## src/rtl/tri_bbox_scan.sv

```systemverilog
// Triangle bounding-box scanner: walks the screen-clipped bbox in raster order,
// asks an external tester about each point and streams out the covered pixels.
module tri_bbox_scan #(
  parameter int SYS_BIT_WIDTH = 32,
  parameter int SCREEN_W      = 320,
  parameter int SCREEN_H      = 180
) (
  input  logic                     clk_in,
  input  logic                     rst_n_in,
  input  logic                     tri_valid_in,
  output logic                     tri_ready_out,
  input  logic [SYS_BIT_WIDTH-1:0] tri_ax_in,
  input  logic [SYS_BIT_WIDTH-1:0] tri_ay_in,
  input  logic [SYS_BIT_WIDTH-1:0] tri_bx_in,
  input  logic [SYS_BIT_WIDTH-1:0] tri_by_in,
  input  logic [SYS_BIT_WIDTH-1:0] tri_cx_in,
  input  logic [SYS_BIT_WIDTH-1:0] tri_cy_in,
  output logic                     test_valid_out,
  output logic [SYS_BIT_WIDTH-1:0] test_ax_out,
  output logic [SYS_BIT_WIDTH-1:0] test_ay_out,
  output logic [SYS_BIT_WIDTH-1:0] test_bx_out,
  output logic [SYS_BIT_WIDTH-1:0] test_by_out,
  output logic [SYS_BIT_WIDTH-1:0] test_cx_out,
  output logic [SYS_BIT_WIDTH-1:0] test_cy_out,
  output logic [SYS_BIT_WIDTH-1:0] test_px_out,
  output logic [SYS_BIT_WIDTH-1:0] test_py_out,
  input  logic                     test_done_in,
  input  logic                     test_inside_in,
  output logic                     pix_valid_out,
  input  logic                     pix_ready_in,
  output logic [SYS_BIT_WIDTH-1:0] pix_x_out,
  output logic [SYS_BIT_WIDTH-1:0] pix_y_out,
  output logic                     done_out,
  output logic [SYS_BIT_WIDTH-1:0] pix_count_out
);

  localparam int W = SYS_BIT_WIDTH;
  localparam logic [W-1:0] X_LAST = W'(SCREEN_W - 1);
  localparam logic [W-1:0] Y_LAST = W'(SCREEN_H - 1);
  localparam logic [W-1:0] ONE    = W'(1);

  typedef enum logic [2:0] {S_IDLE, S_BBOX, S_ISSUE, S_WAIT, S_EMIT, S_DONE} state_t;

  state_t state_q, state_d;

  logic [W-1:0] ax_q, ay_q, bx_q, by_q, cx_q, cy_q;
  logic [W-1:0] xmin_q, xmax_q, ymin_q, ymax_q;
  logic [W-1:0] px_q, py_q, cnt_q;
  logic         bbox_ph_q;
  logic         off_screen, last_pt, advance;

  function automatic logic [W-1:0] min3(input logic [W-1:0] a, input logic [W-1:0] b,
                                        input logic [W-1:0] c);
    logic [W-1:0] m;
    m = (a < b) ? a : b;
    return (c < m) ? c : m;
  endfunction

  function automatic logic [W-1:0] max3(input logic [W-1:0] a, input logic [W-1:0] b,
                                        input logic [W-1:0] c);
    logic [W-1:0] m;
    m = (a > b) ? a : b;
    return (c > m) ? c : m;
  endfunction

  function automatic logic [W-1:0] clip(input logic [W-1:0] v, input logic [W-1:0] lim);
    return (v > lim) ? lim : v;
  endfunction

  assign off_screen = (xmin_q > X_LAST) || (ymin_q > Y_LAST);
  assign last_pt    = (px_q == xmax_q) && (py_q == ymax_q);
  assign advance    = ((state_q == S_WAIT) && test_done_in && !test_inside_in) ||
                      ((state_q == S_EMIT) && pix_ready_in);

  always_ff @(posedge clk_in or negedge rst_n_in) begin
    if (!rst_n_in) state_q <= S_IDLE;
    else           state_q <= state_d;
  end

  // BBOX takes two cycles: register min/max first, then test the registered
  // bounds so the off-screen compare never sits behind the 3-way min/max.
  always_comb begin
    state_d        = state_q;
    tri_ready_out  = 1'b0;
    test_valid_out = 1'b0;
    pix_valid_out  = 1'b0;
    done_out       = 1'b0;
    case (state_q)
      S_IDLE: begin
        tri_ready_out = rst_n_in;
        if (tri_valid_in) state_d = S_BBOX;
      end
      S_BBOX:  if (bbox_ph_q) state_d = off_screen ? S_DONE : S_ISSUE;
      S_ISSUE: begin
        test_valid_out = 1'b1;
        state_d        = S_WAIT;
      end
      S_WAIT: begin
        if (test_done_in) begin
          if (test_inside_in) state_d = S_EMIT;
          else                state_d = last_pt ? S_DONE : S_ISSUE;
        end
      end
      S_EMIT: begin
        pix_valid_out = 1'b1;
        if (pix_ready_in) state_d = last_pt ? S_DONE : S_ISSUE;
      end
      S_DONE: begin
        done_out = 1'b1;
        state_d  = S_IDLE;
      end
      default: state_d = S_IDLE;
    endcase
  end

  always_ff @(posedge clk_in or negedge rst_n_in) begin
    if (!rst_n_in) begin
      ax_q <= '0; ay_q <= '0; bx_q <= '0; by_q <= '0; cx_q <= '0; cy_q <= '0;
      xmin_q <= '0; xmax_q <= '0; ymin_q <= '0; ymax_q <= '0;
      px_q <= '0; py_q <= '0; cnt_q <= '0;
      bbox_ph_q <= 1'b0;
    end else begin
      if ((state_q == S_IDLE) && tri_valid_in) begin
        ax_q  <= tri_ax_in; ay_q <= tri_ay_in;
        bx_q  <= tri_bx_in; by_q <= tri_by_in;
        cx_q  <= tri_cx_in; cy_q <= tri_cy_in;
        cnt_q <= '0;
      end
      if (state_q == S_BBOX) begin
        bbox_ph_q <= ~bbox_ph_q;
        if (!bbox_ph_q) begin
          xmin_q <= min3(ax_q, bx_q, cx_q);
          xmax_q <= clip(max3(ax_q, bx_q, cx_q), X_LAST);
          ymin_q <= min3(ay_q, by_q, cy_q);
          ymax_q <= clip(max3(ay_q, by_q, cy_q), Y_LAST);
        end else if (!off_screen) begin
          px_q <= xmin_q;
          py_q <= ymin_q;
        end
      end
      // The last point holds its coordinates so counters never step past the bbox.
      if (advance && !last_pt) begin
        if (px_q == xmax_q) begin
          px_q <= xmin_q;
          py_q <= py_q + ONE;
        end else begin
          px_q <= px_q + ONE;
        end
      end
      if ((state_q == S_EMIT) && pix_ready_in) cnt_q <= cnt_q + ONE;
    end
  end

  assign test_ax_out   = ax_q;
  assign test_ay_out   = ay_q;
  assign test_bx_out   = bx_q;
  assign test_by_out   = by_q;
  assign test_cx_out   = cx_q;
  assign test_cy_out   = cy_q;
  assign test_px_out   = px_q;
  assign test_py_out   = py_q;
  assign pix_x_out     = px_q;
  assign pix_y_out     = py_q;
  assign pix_count_out = cnt_q;

endmodule

```

## config.mk

```make
export PLATFORM = sky130hd
export DESIGN_NAME = tri_bbox_scan
export DESIGN_NICKNAME = d
export VERILOG_FILES = /design/src/rtl/tri_bbox_scan.sv
export SDC_FILE = /design/constraint.sdc
export NUM_CORES = 1
export LEC_CHECK = 0
export CORE_MARGIN = 2
export CORE_UTILIZATION = 52
export CTS_CLUSTER_SIZE = 16
export DETAILED_ROUTE_END_ITERATION = 8
export PLACE_DENSITY_LB_ADDON = 0.3
export SETUP_SLACK_MARGIN = 0.02
export SYNTH_ARGS = -nofsm -noshare
export SYNTH_HDL_FRONTEND = slang
export SYNTH_SLANG_ARGS = --single-unit
export TNS_END_PERCENT = 1
```

## constraint.sdc

```tcl
create_clock -name clk_in -period 7.5 [get_ports clk_in]
set_input_delay 1.5 -clock clk_in [delete_from_list [all_inputs] [get_ports clk_in]]
set_output_delay 1.5 -clock clk_in [all_outputs]
set_load 0.05 [all_outputs]
```

==> impl_metrics.yaml, run 1 <==
cells_and_area:
  layout-drive-gt1-share_pct: 4.666
  fin_nets: 3698
  fin_area_um2: 32520
  syn_to_final_growth_pct: 28.25
  fillers: 3863
  final_cell_count_no_fill: 3960
outcome:
  outcome: "completed"
yosys:
  synth_most_common_cell: "nand2_1"
  yosysUniqueCellTypes: 76
  synth-edff-count: 0
  synthCells: 2874
  yosysSeqAreaShare_pct: 41.44
  synth_top_area_cell: "dfrtp_1"
  synthesis.nets: 3265
  ys_ff_latch: 420
  avgSynthCellArea_um2: 8.824
  async_flop_share_pct: 100.0
  synth_top_area_share_pct: 41.44
  yosys-top-cells-count: "500 x nand2_1, 420 x dfrtp_1, 270 x o21ai_0"
  synthTopCellsByArea: "dfrtp_1 41%, ha_1 9.5%, nand2_1 7.4%"
  synth_area_um2: 25360
  ys.flop_type: "dfrtp_1"
  yosysWarnings: 0
clock_network:
  cts_max_path_buffers: 3
  cts_resized: 0
  cts.sinks: 420
  htreeDepth: 2
  worstSkewPairLatency_ns: 0.60
  postCtsSetupRepairBufs: 0
  root_buffer: "clkbuf_16"
  clk_pin_slew_ns: 0.06
  cts_tree: "yes"
  postCtsHoldBufs: 0
  numCtsBuffers: 46
hold_path:
  holdCritPathClass: "flop to flop"
die:
  io_pins: 554
  rows: 80
  start_util_pct: 52.89
  core_um2: 47950
  dieArea_um2: 50550
  die_y_um: 224.8
  die_w_um: 224.8
grt:
  antenna_found_initial: 5
  grt_max_degree: 115
  grt_pass1_wl_mm: 138.4
  grt_pass1_vias: 22960
  grt-ovfl-total: 0
  grt.total_usage_pct: 35.69
worst_setup_path:
  cp-start-kind: "flop"
  reg2reg_slack_ns: 1.18
  cp_data_required_time_ns: 8.00
  path_class: "flop to flop"
  arrival_ns: 6.82
  cp_max_fo: 32
  cp-end-kind: "flop"
placed_design:
  dpl_cell_area_um2: 30930
  hpwl_mm: 70.65
  place.gp.congestion: 1.020
  port_buffers: 553
  dp.cells: 3874
timing:
  fin_setup_tns_ns: 0
  hold_viol: 0
  clock_skew_ns: 0.03170
  fmax_mhz: 158.2
  slew-limit-headroom_pct: 23.29
  final-max-slew-violation-count: 0
  setup_viol: 0
  fin_crit_ns: 6.323
  fin_crit_sh_pct: 84.30
  rsz0062_at_grt: "no"
  worstMarginPinSlew_ns: 1.148
route:
  ant_nets: 0
  route.detailed.drc: 0
  vias: 24190
  vias_per_cell: 6.109
  drt_first_iter_violations: 2418
  wire_per_inst_um: 23.24
  drt_wl_total_mm: 92.02
  dr.pass1.iters: 6
job:
  drv_cap: 0
[critical path, stage by stage (launching register included)]
cell and delay, ns:
dfrtp_1 0.40, inv_1 0.09, ha_1 0.30, a21oi_1 0.13, o21ai_0 0.28, a221oi_1 0.47, o211ai_2 0.26, a21oi_4 0.39
buf_4 0.55, mux2_2 0.45, inv_1 0.07, ha_1 0.24, a211o_1 0.26, a21oi_1 0.13, a32oi_1 0.14, a2111oi_0 0.41
a21o_1 0.59, a31oi_1 0.09, a311o_1 0.48, a311o_1 0.35, o21ai_1 0.13
[path summary, 6_finish.rpt]
path                                startpoint  cells after the start         endpoint
max in group asynchronous             rst_n_in                      3  test_bx_out[31]
worst max register to register  test_by_out[5]                     20        ymax_q[3]
worst min register to register      ymin_q[19]                      2       ymin_q[19]
worst min-delay path                ymin_q[19]                      2       ymin_q[19]
worst max-delay path            test_by_out[5]                     20        ymax_q[3]
min in group asynchronous             rst_n_in                      1    pix_y_out[12]
[registers in the layout, summed over array words and instances (netlist names), 32 cells and up]
signal         flops
pix_x_out         32
xmin_q            32
xmax_q            32
ymin_q            32
test_by_out       32
pix_count_out     32
test_cy_out       32
pix_y_out         32
test_ax_out       32
ymax_q            32
test_bx_out       32
test_cx_out       32
test_ay_out       32
[kinds of logic after synthesis]
kind of cell    share of synthesized area [%]
compound gates                          15.09
xor+xnor                                2.245
fa+ha+maj                               9.522
buf+inv                                 6.088
flops                                   41.44
mux                                     6.823
simple gates                            18.79
[routing by layer]
metal  share of wire (%)  global-route usage, %
met5               0.050                      0
met4                 4.0                  13.74
met3                 9.1                  7.747
met2                  45                  55.19
met1                  42                  49.15
[cell type report]
cell class	instances	area, um^2	area share [%]
Timing Repair Buffer	575	5705	17.54
Clock buffer	63	1305	4.012
Sequential cell	420	10510	32.31
Tap cell	615	769.5	2.366
Multi-Input combinational cell	2115	13390	41.16
Antenna cell	2	5.005	0.01539
Inverter	149	559.3	1.720
Clock inverter	21	282.8	0.8694
[through the flow]
stage	setup slack [ns]	hold slack, ns	utilization, %
3_5_place_dp	1.337	0.4772	64.51
2_1_floorplan	1.907	0.4497	-
4_1_cts	1.312	0.4903	67.83
6_report	1.177	0.4843	67.84
3_3_place_gp	1.401	0.4704	64.51
5_1_grt	0.7917	0.5094	67.83
[placed cells by master (no fill, tap or decap), drive strengths merged, types with 64 or more instances in the layout]
cell type / n
a21oi: 165
clkdlybuf4s50: 552
dfrtp: 420
ha: 193
inv: 152
mux2i: 102
nand2: 500
nor2: 142
nor2b: 64
nor4: 76
o21ai: 334
xor2: 64
Power of run 1 is not shown: default switching activity piles up to over one toggle a cycle in this logic, so the estimate is an artifact.
==> run 2, diff against run 1 <==
--- a/config.mk
+++ b/config.mk
@@ -6,7 +6,7 @@
 export NUM_CORES = 1
 export LEC_CHECK = 0
 export CORE_MARGIN = 2
-export CORE_UTILIZATION = 52
+export CORE_UTILIZATION = 47
 export CTS_CLUSTER_SIZE = 16
 export DETAILED_ROUTE_END_ITERATION = 8
 export PLACE_DENSITY_LB_ADDON = 0.3
==> constraint.sdc (replaced) <==
create_clock -name clk_in -period 5.8 [get_ports clk_in]
set_input_delay 1.16 -clock clk_in [delete_from_list [all_inputs] [get_ports clk_in]]
set_output_delay 1.16 -clock clk_in [all_outputs]
set_load 0.05 [all_outputs]
==> run 2 against run 1 <==
  * Highest routed layer unchanged
  * First-iteration DRC count is 9.8% lower
  * Design area is 2.6% higher
  * Register-to-register slack worse by 1.0 ns
==> impl_metrics.yaml, run 2 (synthesis gave the netlist of run 1 again) <==
outcome:
  outcome: "completed"
die:
  start_util_pct: 47.31
  core_um2: 53600
  rows: 85
  die_w_um: 236.3
  dieArea_um2: 55830
  io_pins: 554
  die_y_um: 236.3
timing:
  worstMarginPinSlew_ns: 1.026
  rsz0062_at_grt: "no"
  fmax_mhz: 177.6
  worst_slack_ns: 0.1695
  clock_skew_ns: 0.01396
  hold_viol: 0
  fin_hold_ws_ns: 0.4816
  final-max-slew-violation-count: 0
  slew-limit-headroom_pct: 31.60
  setup_viol: 0
  fin_setup_tns_ns: 0
  fin_crit_sh_pct: 97.08
  fin_crit_ns: 5.631
grt:
  grt-ovfl-total: 0
  grt.total_usage_pct: 33.51
  antenna_found_initial: 4
  grt_pass1_wl_mm: 144.2
  grt_pass1_vias: 23830
  grt_max_degree: 102
route:
  vias_per_cell: 5.925
  drt_first_iter_violations: 2181
  wire_per_inst_um: 23.21
  route.detailed.drc: 0
  ant_nets: 0
  dr.pass1.iters: 6
  vias: 24360
  drt_wl_total_mm: 95.45
cells_and_area:
  final_common_cell: "clkdlybuf4s50_1"
  fillers: 4611
  layout-drive-gt1-share_pct: 6.739
  multi_input_comb_area_um2: 13430
  syn_to_final_growth_pct: 31.63
  final_cell_count_no_fill: 4112
  regArea_um2: 10510
  mostFrequentLayoutCells: "552 x clkdlybuf4s50_1, 498 x nand2_1, 419 x dfrtp_1"
  fin_nets: 3763
worst_setup_path:
  cp_max_fo: 26
  path_class: "flop to flop"
  cp-start-kind: "flop"
  arrival_ns: 6.11
  cp-end-kind: "flop"
  cp_data_required_time_ns: 6.28
job:
  drv_cap: 0
clock_network:
  numCtsBuffers: 49
  cts_tree: "yes"
  cts_max_path_buffers: 3
  worstSkewPairLatency_ns: 0.60
  htreeDepth: 2
  root_buffer: "clkbuf_16"
  cts.sinks: 420
  clk_pin_slew_ns: 0.06
placed_design:
  port_buffers: 553
  place.gp.congestion: 0.9826
  hpwl_mm: 73.54
  dp.cells: 4004
  place_ws_ns: 0.04066
hold_path:
  holdCritPathClass: "input pin to asynchronous set/reset pin"
## run 2: cell types whose count changed in the layout (fill, tap and decap cells not counted), sizes merged
cell | before | now
buf | 23 | 84
clkbuf | 63 | 68
clkinv | 10 | 14
inv | 152 | 150
a21oi | 165 | 166
bufinv | 6 | 7
diode | 2 | 3
## run 2: layout make-up
class / count / area share (%)
Antenna cell: 3 / 0.02249
Clock buffer: 68 / 4.160
Clock inverter: 24 / 1.001
Inverter: 149 / 1.675
Multi-Input combinational cell: 2116 / 40.24
Sequential cell: 420 / 31.49
Tap cell: 696 / 2.609
Timing Repair Buffer: 636 / 18.80
## run 2: worst paths after layout
path	startpoint	to	slack, ns	cells after the start
max	test_by_out[14]	ymax_q[1]	0.17	19
min	rst_n_in	pix_y_out[9]	0.48	1
max reg2reg	test_by_out[14]	ymax_q[1]	0.17	19
min reg2reg	pix_count_out[31]	pix_count_out[31]	0.48	1
max in group asynchronous	rst_n_in	test_bx_out[14]	2.92	3
min in group clk_in	pix_count_out[31]	pix_count_out[31]	0.48	1
## run 2: critical path, stage by stage (launching register included)
cell and delay [ns]:
dfrtp_1 0.46, inv_1 0.16, ha_1 0.34, nand4_1 0.28, or4_1 0.68, nor2_2 0.15
a21oi_1 0.08, a21oi_4 0.28, buf_12 0.25, mux2i_1 0.24, ha_1 0.27, nand4_1 0.24
inv_1 0.08, a221o_1 0.39, a2111oi_0 0.44, a21o_2 0.24, buf_12 0.13, mux2_2 0.35
o31a_1 0.12, o32a_1 0.33
## run 2: metrics by stage
stage,cell area [um^2],util [%]
5_1_grt,33370,62.26
2_1_floorplan,25360,-
3_5_place_dp,31480,58.72
6_report,33380,62.28
3_3_place_gp,31480,58.72
4_1_cts,33210,61.95
## run 2: repair_timing
action / CTS / global route
setup buffers: 0 / 12
gates resized for setup: 1 / 7
hold buffers: 0 / 0
setup endpoints to repair: 6 / 80
gates cloned: 0 / 1
pin swaps: 0 / 4
## run 2: routing by layer
metal | up-vias | share of wire, % | GRT usage, %
met5 | - | 0.031 | 0
met4 | 4 | 4.2 | 13.66
met3 | 211 | 8.6 | 7.876
met2 | 1169 | 44 | 51.64
met1 | 11870 | 43 | 45.47
li1 | 11110 | - | -
Power of run 2 is left out for the same reason.
